===== src/rtl/mem_read_arbiter.sv =====
// Round-robin arbiter sharing one memory read port between the A and B operand
// address FIFOs, with in-order response steering and per-destination credits.
module mem_read_arbiter #(
    parameter int ADDR_WIDTH      = 16,
    parameter int DATA_WIDTH      = 256,
    parameter int DATA_FIFO_DEPTH = 8,
    parameter int MAX_OUTSTANDING = 4
) (
    input  logic                  clk,
    input  logic                  reset_n,
    input  logic [ADDR_WIDTH-1:0] a_addr_i,
    input  logic                  a_empty_i,
    output logic                  a_pop_o,
    input  logic [ADDR_WIDTH-1:0] b_addr_i,
    input  logic                  b_empty_i,
    output logic                  b_pop_o,
    output logic                  mem_req_o,
    output logic [ADDR_WIDTH-1:0] mem_addr_o,
    input  logic                  mem_gnt_i,
    input  logic                  mem_rvalid_i,
    input  logic [DATA_WIDTH-1:0] mem_rdata_i,
    output logic [DATA_WIDTH-1:0] a_data_o,
    output logic                  a_data_wr_o,
    input  logic                  a_data_rd_i,
    output logic [DATA_WIDTH-1:0] b_data_o,
    output logic                  b_data_wr_o,
    input  logic                  b_data_rd_i,
    output logic                  idle_o,
    output logic                  err_o
);

    localparam int CW = $clog2(DATA_FIFO_DEPTH) + 1;
    localparam int OW = $clog2(MAX_OUTSTANDING) + 1;
    localparam int PW = (MAX_OUTSTANDING > 1) ? $clog2(MAX_OUTSTANDING) : 1;
    localparam logic [CW-1:0] CREDIT_MAX = CW'(DATA_FIFO_DEPTH);
    localparam logic [OW-1:0] OUT_MAX    = OW'(MAX_OUTSTANDING);
    localparam logic [PW-1:0] PTR_LAST   = PW'(MAX_OUTSTANDING - 1);

    typedef enum logic {
        IDLE,
        REQ
    } state_t;

    state_t          state;
    logic            last_grant;
    logic [CW-1:0]   a_credit;
    logic [CW-1:0]   b_credit;
    logic [OW-1:0]   outstanding;
    logic            tag_mem [MAX_OUTSTANDING];
    logic [PW-1:0]   tag_wr_ptr;
    logic [PW-1:0]   tag_rd_ptr;
    logic [OW-1:0]   tag_count;

    logic rsp_pop;
    logic rsp_err;
    logic rsp_tag;
    logic slot_free;
    logic can_select;
    logic a_elig;
    logic b_elig;
    logic pick_a;
    logic pick_b;
    logic select;
    logic a_rd_ok;
    logic b_rd_ok;
    logic a_rd_err;
    logic b_rd_err;

    // A returning read frees its slot in the same cycle, so a full window can
    // still issue when rvalid arrives.
    always_comb begin
        rsp_pop    = mem_rvalid_i && (tag_count != '0);
        rsp_err    = mem_rvalid_i && (tag_count == '0);
        rsp_tag    = tag_mem[tag_rd_ptr];
        slot_free  = (outstanding < OUT_MAX) || rsp_pop;
        can_select = (state == IDLE) || mem_gnt_i;
        a_elig     = !a_empty_i && (a_credit != '0) && slot_free && can_select;
        b_elig     = !b_empty_i && (b_credit != '0) && slot_free && can_select;
        pick_a     = a_elig && (!b_elig || last_grant);
        pick_b     = b_elig && !pick_a;
        select     = pick_a || pick_b;
        a_rd_ok    = a_data_rd_i && (a_credit != CREDIT_MAX);
        b_rd_ok    = b_data_rd_i && (b_credit != CREDIT_MAX);
        a_rd_err   = a_data_rd_i && (a_credit == CREDIT_MAX);
        b_rd_err   = b_data_rd_i && (b_credit == CREDIT_MAX);
    end

    assign a_pop_o = pick_a;
    assign b_pop_o = pick_b;
    assign idle_o  = (state == IDLE) && (outstanding == '0) && (tag_count == '0);

    always_ff @(posedge clk or negedge reset_n) begin
        if (!reset_n) begin
            state      <= IDLE;
            mem_req_o  <= 1'b0;
            mem_addr_o <= '0;
            last_grant <= 1'b1;
        end else begin
            case (state)
                IDLE: begin
                    if (select) begin
                        state      <= REQ;
                        mem_req_o  <= 1'b1;
                        mem_addr_o <= pick_a ? a_addr_i : b_addr_i;
                        last_grant <= pick_b;
                    end
                end
                REQ: begin
                    if (mem_gnt_i) begin
                        if (select) begin
                            mem_addr_o <= pick_a ? a_addr_i : b_addr_i;
                            last_grant <= pick_b;
                        end else begin
                            state     <= IDLE;
                            mem_req_o <= 1'b0;
                        end
                    end
                end
                default: begin
                    state     <= IDLE;
                    mem_req_o <= 1'b0;
                end
            endcase
        end
    end

    // Credits and the outstanding window; a simultaneous take and return cancel.
    always_ff @(posedge clk or negedge reset_n) begin
        if (!reset_n) begin
            a_credit    <= CREDIT_MAX;
            b_credit    <= CREDIT_MAX;
            outstanding <= '0;
            err_o       <= 1'b0;
        end else begin
            case ({pick_a, a_rd_ok})
                2'b10:   a_credit <= a_credit - 1'b1;
                2'b01:   a_credit <= a_credit + 1'b1;
                default: a_credit <= a_credit;
            endcase
            case ({pick_b, b_rd_ok})
                2'b10:   b_credit <= b_credit - 1'b1;
                2'b01:   b_credit <= b_credit + 1'b1;
                default: b_credit <= b_credit;
            endcase
            case ({select, rsp_pop})
                2'b10:   outstanding <= outstanding + 1'b1;
                2'b01:   outstanding <= outstanding - 1'b1;
                default: outstanding <= outstanding;
            endcase
            if (rsp_err || a_rd_err || b_rd_err) begin
                err_o <= 1'b1;
            end
        end
    end

    always_ff @(posedge clk or negedge reset_n) begin
        if (!reset_n) begin
            tag_wr_ptr <= '0;
            tag_rd_ptr <= '0;
            tag_count  <= '0;
        end else begin
            if (select) begin
                tag_wr_ptr <= (tag_wr_ptr == PTR_LAST) ? '0 : tag_wr_ptr + 1'b1;
            end
            if (rsp_pop) begin
                tag_rd_ptr <= (tag_rd_ptr == PTR_LAST) ? '0 : tag_rd_ptr + 1'b1;
            end
            case ({select, rsp_pop})
                2'b10:   tag_count <= tag_count + 1'b1;
                2'b01:   tag_count <= tag_count - 1'b1;
                default: tag_count <= tag_count;
            endcase
        end
    end

    // Tag storage needs no reset; entries are only read when tag_count says valid.
    always_ff @(posedge clk) begin
        if (select) begin
            tag_mem[tag_wr_ptr] <= pick_b;
        end
    end

    always_ff @(posedge clk or negedge reset_n) begin
        if (!reset_n) begin
            a_data_o    <= '0;
            b_data_o    <= '0;
            a_data_wr_o <= 1'b0;
            b_data_wr_o <= 1'b0;
        end else begin
            a_data_wr_o <= rsp_pop && !rsp_tag;
            b_data_wr_o <= rsp_pop && rsp_tag;
            if (rsp_pop && !rsp_tag) begin
                a_data_o <= mem_rdata_i;
            end
            if (rsp_pop && rsp_tag) begin
                b_data_o <= mem_rdata_i;
            end
        end
    end

endmodule

===== config.mk =====
export PLATFORM = sky130hd
export DESIGN_NAME = mem_read_arbiter
export DESIGN_NICKNAME = d
export VERILOG_FILES = /design/src/rtl/mem_read_arbiter.sv
export SDC_FILE = /design/constraint.sdc
export NUM_CORES = 1
export LEC_CHECK = 0
export ABC_CLOCK_PERIOD_IN_PS = 3400
export BUFFER_PORTS_ARGS = -buffer_cell sky130_fd_sc_hd__clkbuf_2
export CAP_MARGIN = 5
export CORE_AREA = 5 5 317 319
export CTS_CLUSTER_SIZE = 30
export DETAILED_ROUTE_END_ITERATION = 7
export DIE_AREA = 0 0 322 324
export PLACE_DENSITY_LB_ADDON = 0.05
export SLEW_MARGIN = 20
export SYNTH_ARGS = -nofsm -noshare
export SYNTH_HDL_FRONTEND = slang
export SYNTH_SLANG_ARGS = --single-unit

===== constraint.sdc =====
create_clock -name clk -period 3.4 [get_ports clk]
set_clock_uncertainty 0.05 [all_clocks]
set_input_delay 0.34 -clock clk [delete_from_list [all_inputs] [get_ports clk]]
set_output_delay 0.34 -clock clk [all_outputs]
set_load 0.05 [all_outputs]

== Word-level counts from Yosys, hierarchy flattened ==
Memories as Yosys holds them, arrays and structs flattened.
Index checks and enable logic that the tools add are counted.
Widths: inputs -> output; s select.

* Memories: 1
* Word-level logic and storage cells: 102
* Memory bits (writable): 4
* Input bits: 296
* Register bits after elaboration: 552
* Output and inout port bits: 535

{| class="wikitable"
|+ Memories
! memory !! depth !! width !! rd ports !! clocked after memory_dff !! write ports !! line !! source
|-
| tag_mem || 4 || 1 || 1 || 0 || 1 || 49 || <nowiki>logic tag_mem [MAX_OUTSTANDING];</nowiki>
|}

* Reductions and logical operators: 38
* Eq/ne operators: 15
* $lt $le $gt $ge: 1
* Multiplexer cells: 21
* $add $sub $neg: 10
* Bitwise operators: 1

{| class="wikitable"
|+ Operator list
! cell !! number
|-
| $mux 16 || 3
|-
| $pmux 16 s2 || 1
|-
| $logic_and 1x1->1 || 18
|-
| $pmux 4 s2 || 2
|-
| $pmux 3 s2 || 2
|-
| $eq 2x2->1 const B || 5
|-
| $add 4x1->4 const B || 2
|-
| $eq 4x4->1 const B || 2
|-
| $mux 1 || 8
|-
| $ne 4x4->1 const B || 2
|-
| $reduce_bool 4->1 || 2
|-
| $sub 4x1->4 const B || 2
|-
| $add 3x1->3 const B || 2
|-
| $eq 2x1->1 const B || 3
|-
| $logic_not 3->1 || 2
|-
| $logic_or 1x1->1 || 6
|-
| $ne 2x2->1 const B || 3
|-
| $pmux 1 s2 || 3
|-
| $reduce_bool 2->1 || 3
|-
| $sub 3x1->3 const B || 2
|-
| $logic_not 1->1 || 5
|-
| $add 2x1->2 const B || 2
|-
| $mux 2 || 2
|-
| $lt 3x3->1 const B || 1
|-
| other kinds (3) || 3
|}

== Depth between registers and ports, before layout ==
* Word-level depth: 14
* Depth in mapped cells: 15
* Gate-level depth less buffers: 13

== Worst setup path after synthesis ==
No wires, ideal clock.

* Path type: register to register
* Start: register a_credit[3]
* End: register a_credit[3]
* Cell stages (with the launch flop): 16
* Clock period less this slack: 3604 ps
* Path buffers: 2
* Required time: 3267 ps
* Library setup time: 83 ps
* Arrival time: 3471 ps
* Slack: -204 ps
* Cell sequence: dfstp_2 -> nor4_1 -> nor3_1 -> o41ai_1 -> buf_2 -> buf_4 -> a21oi_1 -> inv_1 -> ha_1 -> inv_1 -> ha_1 -> a21o_1 -> a21oi_1 -> xnor2_1 -> nor2_1 -> xor2_1

* Word-level cells in the longest chain between the ends: 7
* Elaborated cells between the ends (all ways): 13
* Classes of those cells: add/sub: 2; eq/ne: 3; mux: 1; reduce/logical: 7

{| class="wikitable"
|+ Ends and longest elaborated chain
! what !! line !! source
|-
| start: declaration || 46 || <nowiki>logic [CW-1:0] a_credit;</nowiki>
|-
| start signal: assignment || 136 || <nowiki>2'b10: a_credit <= a_credit - 1'b1;</nowiki>
|-
| start signal: assignment || 137 || <nowiki>2'b01: a_credit <= a_credit + 1'b1;</nowiki>
|-
| start signal: assignment || 138 || <nowiki>default: a_credit <= a_credit;</nowiki>
|-
| $reduce_bool 4->1 (*) || 77 || <nowiki>a_elig = !a_empty_i && (a_credit != '0) && slot_free && can_select;</nowiki>
|-
| $logic_and 1x1->1 (*) (3 in series) || 77 ||
|-
| $logic_and 1x1->1 (*) || 79 || <nowiki>pick_a = a_elig && (!b_elig || last_grant);</nowiki>
|-
| via a_pop_o || 13 || <nowiki>output logic a_pop_o,</nowiki>
|-
| $eq 2x1->1 / $eq 2x2->1 (equally long branches) || 135 || <nowiki>case ({pick_a, a_rd_ok})</nowiki>
|-
| $pmux 4 s2 / $reduce_bool 2->1 (equally long branches) || n/a ||
|}

The timed path passes the listed nets; every way through them passes the cells marked *.
A chain may end at the register's enable or synchronous reset.

== Final worst setup path ==
* Start: register b_credit[0]
* End: register tag_count[2]

* Word-level cells in the longest chain between the ends: 12
* Elaborated cells between the ends (all ways): 14
* Classes of those cells: eq/ne: 2; mux: 1; reduce/logical: 11

{| class="wikitable"
|+ Ends and longest elaborated chain
! what !! line !! source
|-
| start: declaration || 47 || <nowiki>logic [CW-1:0] b_credit;</nowiki>
|-
| start signal: assignment || 141 || <nowiki>2'b10: b_credit <= b_credit - 1'b1;</nowiki>
|-
| start signal: assignment || 142 || <nowiki>2'b01: b_credit <= b_credit + 1'b1;</nowiki>
|-
| start signal: assignment || 143 || <nowiki>default: b_credit <= b_credit;</nowiki>
|-
| $reduce_bool 4->1 (*) || 78 || <nowiki>b_elig = !b_empty_i && (b_credit != '0) && slot_free && can_select;</nowiki>
|-
| $logic_and 1x1->1 (*) (3 in series) || 78 ||
|-
| $logic_not 1->1 || 79 ||
|-
| $logic_or 1x1->1 || 79 ||
|-
| $logic_and 1x1->1 || 79 ||
|-
| $logic_not 1->1 || 80 || <nowiki>pick_b = b_elig && !pick_a;</nowiki>
|-
| $logic_and 1x1->1 || 80 ||
|-
| $logic_or 1x1->1 (*) || 81 || <nowiki>select = pick_a || pick_b;</nowiki>
|-
| $eq 2x1->1 / $eq 2x2->1 (equally long branches) || 168 || <nowiki>case ({select, rsp_pop})</nowiki>
|-
| $pmux 3 s2 / $reduce_bool 2->1 (equally long branches) || n/a ||
|-
| end signal: assignment || 169 || <nowiki>2'b10: tag_count <= tag_count + 1'b1;</nowiki>
|-
| end signal: assignment || 170 || <nowiki>2'b01: tag_count <= tag_count - 1'b1;</nowiki>
|-
| end signal: assignment || 171 || <nowiki>default: tag_count <= tag_count;</nowiki>
|-
| end: declaration || 52 || <nowiki>logic [OW-1:0] tag_count;</nowiki>
|}

Every way passes the cells marked *; elsewhere a longest branch is shown, timed or not.

==> flow_metrics.py <==
metrics = {
    "timing": {
        "fin_ws_ns": 0.635,
        "hold_viol_final": 0,
        "slew_headroom_pct": 49.7,
        "tns_ns": 0,
        "min_period_ns": 2.76,
        "slew_violations": 0,
        "worstMarginPinSlew_ns": 0.755,
        "period_share_pct": 81.3,
        "timing.fmax_mhz": 362,
        "setup_violations": 0,
        "whs_ns": 0.144,
        "rsz0062_at_grt": "false",
    },
    "finish": {
        "mostFrequentLayoutCell": "clkbuf_2",
        "finish.utilization_pct": 33.3,
        "layout_common_cells": "clkbuf_2 (829), dfrtp_1 (549), dlygate4sd3_1 (294)",
        "fill_cells": 9875,
        "syn_to_final_growth_pct": 52.2,
        "nNetsFinal": 2768,
        "drive_gt1_share_pct": 50.1,
    },
    "floorplanning": {
        "die_h_um": 324,
        "ios": 831,
        "core_um2": 97600,
        "fp.dieW_um": 322,
        "rows": 115,
        "start_util_pct": 21.9,
        "die_area_um2": 104000,
    },
    "yosys": {
        "synth_seq_cells": 556,
        "synth_nets": 1596,
        "yosys_most_used_dff": "dfrtp_1",
        "ys_warn_count": 0,
        "synthDistinctLibCells": 37,
        "ys_seq_area_share_pct": 65.3,
        "synth_area_um2": 21300,
        "synth_cells": 1284,
        "synth_edf_count": 4,
        "syn_avg_cell_area_um2": 16.6,
        "async_flop_share_pct": 99.3,
    },
    "clock_tree": {
        "post_cts_resized": 0,
        "clk_latency_ns": 0.62,
        "cts-root-buf": "clkbuf_16",
        "htreeDepth": 3,
        "cts_buffer_depth": 3,
        "post-cts-setup-buffer-count": 0,
        "cts_made_buffers": 71,
        "cts_tree": "done",
        "clk_pin_slew_ns": 0.06,
        "clock-sinks": 556,
    },
    "grt": {
        "grt_pass1_wl_um": 115000,
        "grt_overflow": 0,
        "grt_pass1_vias": 16800,
        "antenna_found_initial": 8,
        "grt_util_all_layers_pct": 14.7,
        "grt_max_degree": 86,
    },
    "worst_setup_path": {
        "cpMostUsedCell": "xor2_1",
        "required_ns": 3.88,
        "crit_slowest_cell": "nor4_1",
        "worst-path-buf-inv": 2,
        "start_kind": "flip-flop",
        "path_cells": "nor4_1, nor3_1, o21a_1, inv_2, ha_1, inv_1, fa_1, xor2_1, nor2_1, xor2_1",
        "crit_type": "flip-flop to flip-flop",
        "crit_arrival_ns": 3.25,
        "ff2ff_setup_slack_ns": 0.64,
        "cpLargestDelayFamily": "simple AND/OR/NAND/NOR gates",
        "cp_max_fo": 9,
        "critPathMaxStageDelay_ns": 0.53,
        "end_kind": "flip-flop",
    },
    "place": {
        "portBuffers": 830,
        "place_congestion": 0.762,
        "place_hpwl_um": 60800,
        "place_ws_ns": 0.594,
    },
    "detailed_routing": {
        "vias": 15100,
        "ant_nets": 0,
        "viasPerCell": 3.98,
        "drc": 0,
        "wl_per_cell_um": 20.9,
        "routed_wl_um": 79700,
        "drtIter0Drc": 456,
        "dr.pass1.iters": 4,
    },
    "worst_hold_path": {
        "hold_class": "primary input to flip-flop",
    },
    "status": {
        "status": "finished, final reports clean",
    },
    "run": {
        "drv_cap": 0,
    },
}
==> worst reg2reg max path, delay by kind of cell, from the launching register on <==
| family | cells | cell delay [ns] |
|---|---|---|
| XOR/XNOR | 2 | 0.31 |
| flip-flops | 1 | 0.45 |
| AO/OA/AOI/OAI | 1 | 0.30 |
| buffers and inverters | 2 | 0.20 |
| adder cells (fa/ha/maj) | 2 | 0.59 |
| AND/OR/NAND/NOR | 3 | 0.79 |
==> registers in the layout, indices dropped and copies added (netlist names), 2 cells and up <==
signal / count
tag_wr_ptr: 2
b_credit: 4
mem_addr_o: 16
a_credit: 4
tag_count: 3
a_data_o: 256
b_data_o: 256
tag_mem: 4
outstanding: 3
tag_rd_ptr: 2
==> cell families after synthesis <==
logic type | share of synthesized area [%]
AOI/OAI and AO/OA | 0.961
buffers and inverters | 2.83
DFF | 65.3
muxes | 28.1
adders and majority gates | 1.08
and+or+nand+nor | 1.18
xor gates and xnor gates | 0.575
==> worst paths after layout <==
kind / startpoint / to / cells past startpoint
worst min register to register: outstanding[0]$_DFFE_PN0P_ / outstanding[0]$_DFFE_PN0P_ / 1
max in group asynchronous: reset_n / b_data_o[208]$_DFFE_PN0P_ / 3
worst max-delay path: b_credit[0]$_DFFE_PN0P_ / tag_count[2]$_DFFE_PN0P_ / 10
min in group asynchronous: reset_n / b_data_o[97]$_DFFE_PN0P_ / 2
worst max register to register: b_credit[0]$_DFFE_PN0P_ / tag_count[2]$_DFFE_PN0P_ / 10
worst min-delay path: a_empty_i / last_grant$_DFFE_PN1P_ / 5
==> Yosys cell counts, types with 7 or more instances <==
master	instances	area [um^2]
mux2_1	248	2790
o21ai_0	20	100
mux2i_1	18	180
xnor2_1	8	70.1
ha_1	12	150
mux2_2	266	3000
buf_4	25	188
inv_1	13	48.8
dfrtp_1	549	13700
nand2_1	27	101
buf_2	7	35.0
buf_6	28	315
==> area by class of cell <==
class / instances / area, um^2 / area share (%)
clock inverter: 14 / 189 / 0.581
clock buffer: 114 / 2260 / 6.96
multi-input combinational: 651 / 6830 / 21.0
timing repair buffer: 1161 / 7600 / 23.4
tap: 1287 / 1610 / 4.96
sequential: 556 / 13900 / 42.9
inverter: 15 / 56.3 / 0.173
antenna: 5 / 12.5 / 0.0385
==> repair_timing <==
| item | 4_1_cts | 5_1_grt |
|---|---|---|
| endpoints found under the setup margin | 0 | 0 |
| hold endpoints to repair | 596 | 0 |
| hold buffers | 294 | 0 |
==> metal layers <==
metal | track usage, % | share of wire, % | up-vias
li1 | - | - | 6874
met1 | 15.8 | 36 | 7599
met2 | 26.6 | 52 | 526
met3 | 5.30 | 8.0 | 136
met4 | 5.19 | 3.5 | 4
met5 | 0 | 0.030 | -
==> per-stage QoR <==
stage,instances,area (um^2)
6_report,3803,32500
2_1_floorplan,1284,21300
4_1_cts,3798,32500
3_3_place_gp,3376,27100
5_1_grt,3802,32500
3_5_place_dp,3376,27100
Power is left out: the tool's default activity adds up to more than one toggle a clock period on the data nets, which glitch-free logic cannot reach.
